File: config.mk
export PLATFORM = sky130hd
export DESIGN_NAME = mem_port_arbiter
export DESIGN_NICKNAME = d
export VERILOG_FILES = /design/src/rtl/mem_port_arbiter.sv
export SDC_FILE = /design/constraint.sdc
export NUM_CORES = 1
export LEC_CHECK = 0
export ABC_AREA = 1
export BUFFER_PORTS_ARGS = -buffer_cell sky130_fd_sc_hd__buf_2
export CAP_MARGIN = 40
export CORE_AREA = 2 2 102 104
export CTS_CLUSTER_SIZE = 12
export DETAILED_ROUTE_END_ITERATION = 6
export DIE_AREA = 0 0 104 106
export GPL_ROUTABILITY_DRIVEN = 0
export HOLD_SLACK_MARGIN = 0.05
export MAX_ROUTING_LAYER = met4
export PLACE_DENSITY = 0.5
export SLEW_MARGIN = 25
export SYNTH_ARGS = -nofsm -noshare
export SYNTH_HDL_FRONTEND = slang
export SYNTH_SLANG_ARGS = --single-unit
File: constraint.sdc
create_clock -name i_clk -period 2.8 [get_ports i_clk]
set_input_delay 0.84 -clock i_clk [delete_from_list [all_inputs] [get_ports i_clk]]
set_output_delay 0.84 -clock i_clk [all_outputs]
set_load 0.02 [all_outputs]
File: src/rtl/mem_port_arbiter.sv
// -----------------------------------------------------------------------------
// mem_port_arbiter
//
// Shares one synchronous-read memory port between the fetch stage and the
// memory (load/store) stage. Every cycle at most one requester is granted and
// drives the RAM. The read data, which returns one cycle after the address,
// is steered back to whoever was granted the previous cycle. Data requests
// normally win. A deferral counter force-grants fetch after it has been
// denied MAX_DEFER cycles in a row, which bounds fetch starvation.
//
// Parameters
//   ADDR_W     address width
//   DATA_W     data width
//   MAX_DEFER  consecutive denied fetch cycles before fetch is forced (1..15)
//
// Ports
//   i_clk, i_reset                 clock, synchronous active-high reset
//   fetch_req_addr/_stb            fetch request (held stable while stalled)
//   fetch_flush                    suppress the response of a fetch granted now
//   fetch_stall                    fetch requested but not granted this cycle
//   fetch_rsp_data/_valid          fetch read response (1 cycle after grant)
//   data_req_addr/_stb/_we/_wdata  data load/store request
//   data_stall                     data requested but not granted this cycle
//   data_rsp_data/_valid           load data or store ack (data 0 for stores)
//   mem_addr/_we/_wdata            memory command for the granted requester
//   mem_rdata                      memory read data, one cycle after mem_addr
// -----------------------------------------------------------------------------
module mem_port_arbiter #(
  parameter int unsigned ADDR_W    = 32,
  parameter int unsigned DATA_W    = 32,
  parameter int unsigned MAX_DEFER = 3
) (
  input  logic              i_clk,
  input  logic              i_reset,

  input  logic [ADDR_W-1:0] fetch_req_addr,
  input  logic              fetch_req_stb,
  input  logic              fetch_flush,
  output logic              fetch_stall,
  output logic [DATA_W-1:0] fetch_rsp_data,
  output logic              fetch_rsp_valid,

  input  logic [ADDR_W-1:0] data_req_addr,
  input  logic              data_req_stb,
  input  logic              data_req_we,
  input  logic [DATA_W-1:0] data_req_wdata,
  output logic              data_stall,
  output logic [DATA_W-1:0] data_rsp_data,
  output logic              data_rsp_valid,

  output logic [ADDR_W-1:0] mem_addr,
  output logic              mem_we,
  output logic [DATA_W-1:0] mem_wdata,
  input  logic [DATA_W-1:0] mem_rdata
);

  // Who owns the read data that comes back from the RAM this cycle.
  typedef enum logic [1:0] {
    OWN_NONE,
    OWN_FETCH,
    OWN_DATA_RD,
    OWN_DATA_WR
  } rsp_owner_e;

  localparam logic [3:0] MAX_DEFER_C = 4'(MAX_DEFER);

  logic       grant_data;
  logic       grant_fetch;
  logic       fetch_forced;

  logic [3:0] defer_cnt_q, defer_cnt_d;
  rsp_owner_e rsp_owner_q, rsp_owner_d;
  logic       flush_q;

  // ---------------------------------------------------------------------------
  // Grant: data first, unless fetch has already waited MAX_DEFER cycles.
  // ---------------------------------------------------------------------------
  assign fetch_forced = fetch_req_stb && (defer_cnt_q == MAX_DEFER_C);
  assign grant_data   = data_req_stb && !fetch_forced;
  assign grant_fetch  = fetch_req_stb && !grant_data;

  assign fetch_stall  = fetch_req_stb && !grant_fetch;
  assign data_stall   = data_req_stb  && !grant_data;

  // ---------------------------------------------------------------------------
  // Memory command. A reset cycle must never write the RAM, whatever the
  // requesters are doing.
  // ---------------------------------------------------------------------------
  always_comb begin
    // NOTE: every output of a combinational block gets a default first so no
    // path through the if/else leaves it unassigned and infers a latch.
    mem_addr  = '0;
    mem_we    = 1'b0;
    mem_wdata = '0;
    if (grant_data) begin
      mem_addr  = data_req_addr;
      mem_we    = data_req_we && !i_reset;
      mem_wdata = data_req_wdata;
    end else if (grant_fetch) begin
      mem_addr  = fetch_req_addr;
    end
  end

  // ---------------------------------------------------------------------------
  // Next-state: deferral counter and response owner.
  // ---------------------------------------------------------------------------
  always_comb begin
    defer_cnt_d = '0;
    if (fetch_req_stb && !grant_fetch) begin
      defer_cnt_d = (defer_cnt_q >= MAX_DEFER_C) ? MAX_DEFER_C
                                                 : defer_cnt_q + 4'd1;
    end
  end

  always_comb begin
    rsp_owner_d = OWN_NONE;
    if (grant_data) begin
      rsp_owner_d = data_req_we ? OWN_DATA_WR : OWN_DATA_RD;
    end else if (grant_fetch) begin
      rsp_owner_d = OWN_FETCH;
    end
  end

  // ---------------------------------------------------------------------------
  // State registers. Reset drops any in-flight response and forgets how long
  // fetch has been waiting.
  // ---------------------------------------------------------------------------
  always_ff @(posedge i_clk) begin
    // NOTE: sequential state uses non-blocking assignments so every register
    // samples the pre-edge values regardless of statement order.
    if (i_reset) begin
      rsp_owner_q <= OWN_NONE;
      defer_cnt_q <= '0;
      flush_q     <= 1'b0;
    end else begin
      rsp_owner_q <= rsp_owner_d;
      defer_cnt_q <= defer_cnt_d;
      flush_q     <= fetch_flush;
    end
  end

  // ---------------------------------------------------------------------------
  // Response steering. flush_q pairs with a fetch granted last cycle, so a
  // redirect kills exactly the response that is now arriving.
  // ---------------------------------------------------------------------------
  always_comb begin
    fetch_rsp_valid = (rsp_owner_q == OWN_FETCH) && !flush_q;
    fetch_rsp_data  = fetch_rsp_valid ? mem_rdata : '0;

    data_rsp_valid  = (rsp_owner_q == OWN_DATA_RD) ||
                      (rsp_owner_q == OWN_DATA_WR);
    data_rsp_data   = (rsp_owner_q == OWN_DATA_RD) ? mem_rdata : '0;
  end

endmodule

* After elaboration in Yosys (flattened, before gate mapping)
Index checks and enable logic that the tools add are counted.
** Operators by class
- Reductions and logical operators :: 15
- Equal/unequal tests :: 4
- Add/sub/neg operators :: 1
- Order comparisons :: 1
- Bitwise operators :: 1
- Muxes and demuxes :: 10
** Operators with widths (number)
- $mux 32 :: 5
- $logic_and 1x1->1 :: 7
- $logic_not 1->1 :: 5
- $add 4x1->4 const B :: 1
- $eq 2x2->1 const B :: 2
- $eq 4x2->1 const B :: 1
- $ge 4x2->1 const B :: 1
- $mux 2 :: 2
- $mux 1 :: 3
- $reduce_or 3->1 :: 1
- $eq 2x1->1 const B :: 1
- $reduce_or 2->1 :: 1
- $logic_or 1x1->1 :: 1
- $not 1->1 :: 1
** Word-level totals
- Register bits after elaboration :: 7
- Bits of input ports :: 134
- Output and inout port bits :: 133
- Word-level logic and storage cells :: 36

* Depth between registers and ports, before layout
- Depth in word-level cells :: 10
- Gate-level depth with buffers :: 9
- Gate-level depth less buffers :: 7

* Worst setup path before layout
Ideal clock, no wire load.
- Kind :: input to output
- Start point :: in fetch_req_stb
- End point :: out mem_wdata[0]
- Required time :: 1.960 ns
- Path slack :: 0.209 ns
- Arrival :: 1.751 ns
- Cell stages on the path :: 8
- Buffers on the path :: 3
- Cells stage by stage :: buf_4 -> nand2_2 -> inv_2 -> nand2_4 -> nand2_4 -> buf_8 -> buf_6 -> nor2_1
** On the way
- Word-level cells in the longest chain between the ends :: 4
** Ends and longest elaborated chain
- start, declared :: line 37 : input logic fetch_req_stb,
- $logic_and 1x1->1 :: line 78 : assign fetch_forced = fetch_req_stb && (defer_cnt_q == MAX_DEFER_C);
- $logic_not 1->1 :: line 79 : assign grant_data = data_req_stb && !fetch_forced;
- $logic_and 1x1->1 :: line 79
- $mux 32 :: line 95 : if (grant_data) begin
- end, declared :: line 53 : output logic [DATA_W-1:0] mem_wdata,
No other way between the ends.

* Worst setup path in the final report
- Start point :: in fetch_req_stb
- End point :: out mem_addr[21]
** On the way
- Word-level cells in the longest chain between the ends :: 7
** Ends and longest elaborated chain
- $logic_and 1x1->1 :: line 78
- $logic_not 1->1 :: line 79
- $logic_and 1x1->1 :: line 79
- $logic_not 1->1 :: line 80 : assign grant_fetch = fetch_req_stb && !grant_data;
- $logic_and 1x1->1 :: line 80
- $mux 32 :: line 99 : end else if (grant_fetch) begin
- $mux 32 (*) :: line 95
- end, declared :: line 51 : output logic [ADDR_W-1:0] mem_addr,
Every way passes the cells marked *; elsewhere a longest branch is shown, timed or not.

==> flow_metrics.py <==
metrics = {
    "worst_setup_path": {
        "critPathKind": "in2out",
        "worstPathArrival_ns": 1.75,
        "reg2reg_depth": 7,
        "cpPeakStageDelay_ns": 0.26,
        "end_kind": "primary output",
        "crit_path_start_kind": "input pin",
        "required_ns": 1.96,
        "crit_family": "buffers and inverters",
        "slowest_stage": "buf_4",
        "cp_cell_sequence": "buf_2 > nand2_2 > inv_2 > nand2_4 > buf_4 > nand3_1 > nand2_1 > buf_2",
        "rrSetupSlack_ns": 1.65,
        "r2r_start": "defer_cnt_q[0]",
        "crit_top_cell": "buf_2",
        "path_depth": 8,
        "crit_buf_inv": 4,
        "timing.rr.end": "rsp_owner_q[0]",
        "cp_max_fo": 25,
    },
    "job": {
        "maxCapViolCount": 0,
    },
    "logic_synthesis": {
        "yosysSeqAreaShare_pct": 9.15,
        "syn-instance-count": 319,
        "yosys_warnings": 0,
        "yosys_register_bits": 7,
        "synth.distinct_cells": 20,
        "postSynthAreaPerCell_um2": 4.80,
        "synth_area_um2": 1530,
    },
    "die": {
        "rows": 37,
        "fp.dieH_um": 106,
        "pin_count": 267,
        "chipWidth_um": 104,
        "initial_utilization_pct": 15.3,
        "design.core.area_um2": 10000,
        "die_area_um2": 11000,
    },
    "min_path": {
        "hold_path_depth": 3,
        "hold_class": "reg2reg",
        "min_from": "defer_cnt_q[0]",
        "hold_end": "defer_cnt_q[0]",
    },
    "sta": {
        "fmax_mhz": 386,
        "slew_headroom_pct": 59.9,
        "period_minus_slack_ns": 2.59,
        "rsz0062_at_grt": "no",
        "period_share_pct": 92.6,
        "tightest_slew_ns": 0.600,
        "fin_setup_tns_ns": 0,
        "hold_viol": 0,
        "slew_violations": 0,
        "finalSetupViolations": 0,
        "fin_skew_ns": 0.000625,
    },
    "cts": {
        "cts_tree": "done",
        "cts_resized": 0,
        "cts-root-buf": "clkbuf_8",
        "postCtsSetupBuffers": 0,
        "cts.sinks": 7,
        "cts.path.max_buffers": 2,
        "cts_buffers": 3,
        "h-tree-depth": 1,
        "clk_pin_slew_worst_paths_ns": 0.04,
        "cts_hold_buffers": 0,
        "insertion_delay_ns": 0.22,
    },
    "route": {
        "num_vias": 2737,
        "ant_nets": 0,
        "wire_per_inst_um": 10.2,
        "drc": 0,
        "finalWirelength_um": 7270,
        "via_per_inst": 3.85,
        "initialDrtViolationCount": 137,
        "dr.pass1.iters": 4,
    },
    "pwr": {
        "p_leak_uw": 0.00226,
        "vdd_drop_max_v": 0.0000922,
        "power.density_nw_per_um2": 237,
    },
    "global_route": {
        "grt_start_max_net_pins": 36,
        "antenna_found_initial": 0,
        "grt-ovfl-total": 0,
        "grt_pass1_vias": 2434,
        "grt_pass1_wl_um": 11100,
        "grt.total_usage_pct": 12.3,
    },
    "placement": {
        "dp_hpwl_um": 6160,
        "dp.cells": 707,
        "port_buffers": 266,
    },
    "final_layout": {
        "instances_no_fill": 711,
        "synthToLayoutAreaGrowth_pct": 98.9,
        "drive_above_1_share_pct": 50.8,
        "fin_util_pct": 30.5,
        "num_antenna_cells": 0,
        "fin_nets": 711,
    },
    "outcome": {
        "outcome": "complete, no violations",
    },
}
synthesized netlist by cell type:
library cell / n / area (um^2)
nand2_1: 36 / 135
inv_1: 72 / 270
inv_2: 1 / 3.75
conb_1: 1 / 3.75
nor3_1: 1 / 5.00
nand2_4: 2 / 22.5
buf_1: 1 / 3.75
ha_1: 1 / 12.5
buf_8: 2 / 30.0
nor2_1: 103 / 387
nand2_2: 1 / 6.26
buf_2: 11 / 55.1
dfxtp_1: 7 / 140
clkbuf_1: 7 / 26.3
nand3_2: 8 / 80.1
nor2_2: 1 / 6.26
buf_4: 1 / 7.51
buf_6: 3 / 33.8
nand4_1: 2 / 12.5
nand3_1: 58 / 290
cells by family after synthesis:
group	count (synthesis)	share of synthesized area (%)
simple gates	212	61.7
buf+inv	98	28.1
flops	7	9.15
fa+ha+maj	1	0.817
other cells	1	0.245
layout make-up:
class | instances | area (um^2)
sequential | 7 | 140
tap | 136 | 170
timing repair buffer | 276 | 1450
clock buffer | 4 | 45.0
fill | 1142 | 6950
inverter | 73 | 274
multi-input combinational | 215 | 965
layout by cell type (no fill, tap or decap), drive strengths merged:
cell | synthesis | layout
buf | 18 | 276
clkbuf | 7 | 4
conb | 1 | 2
dfxtp | 7 | 7
ha | 1 | 1
inv | 73 | 73
nand2 | 39 | 39
nand3 | 66 | 66
nand4 | 2 | 2
nor2 | 104 | 104
nor3 | 1 | 1
per-stage QoR:
| stage | power [uW] | hold slack [ns] | instance area, um^2 | worst slack [ns] |
|---|---|---|---|---|
| 5_1_grt | 781 | 0.576 | 3050 | 0.106 |
| 6_report | 722 | 0.506 | 3050 | 0.207 |
| 3_5_place_dp | 587 | 0.505 | 3000 | 0.198 |
| 2_1_floorplan | 380 | 0.475 | 1540 | 0.210 |
| 3_3_place_gp | 583 | 0.487 | 2990 | 0.198 |
| 4_1_cts | 731 | 0.515 | 3050 | 0.195 |
worst max-delay path by stage:
stage | start | endpoint | slack (ns)
2_1_floorplan | fetch_req_stb | mem_wdata[0] | 0.21
3_3_place_gp | fetch_req_stb | mem_addr[15] | 0.20
3_5_place_dp | fetch_req_stb | mem_addr[21] | 0.20
4_1_cts | fetch_req_stb | mem_addr[21] | 0.20
5_1_grt | fetch_req_stb | mem_addr[21] | 0.11
6_report | fetch_req_stb | mem_addr[21] | 0.21
layer usage:
| metal | vias to the layer above | share of wire, % | global-route usage (%) | wire [um] |
|---|---|---|---|---|
| met3 | 4 | 8.1 | 2.82 | 592 |
| met4 | 0 | 0.40 | 1.16 | 29 |
| met5 | - | 0 | - | 0 |
| li1 | 1440 | - | - | - |
| met2 | 137 | 54 | 24.4 | 3890 |
| met1 | 1156 | 38 | 12.6 | 2750 |
tightest hold or removal path: stages (launching register included):
cell and delay [ns]:
dfxtp_1 0.30, inv_1 0.05, nor2_1 0.03, nor2_1 0.08
sequential cells by signal, indices dropped and copies added, names as in the netlist:
signal / count
defer_cnt_q: 4
rsp_owner_q: 2
flush_q: 1
power breakdown:
| group | leakage [uW] | switching (uW) | internal (uW) |
|---|---|---|---|
| clock network | 0.0000228 | 40.9 | 98.3 |
| logic | 0.00218 | 289 | 186 |
| registers | 0.0000583 | 2.18 | 106 |
No activity file was read; power rests on OpenSTA's default activity.
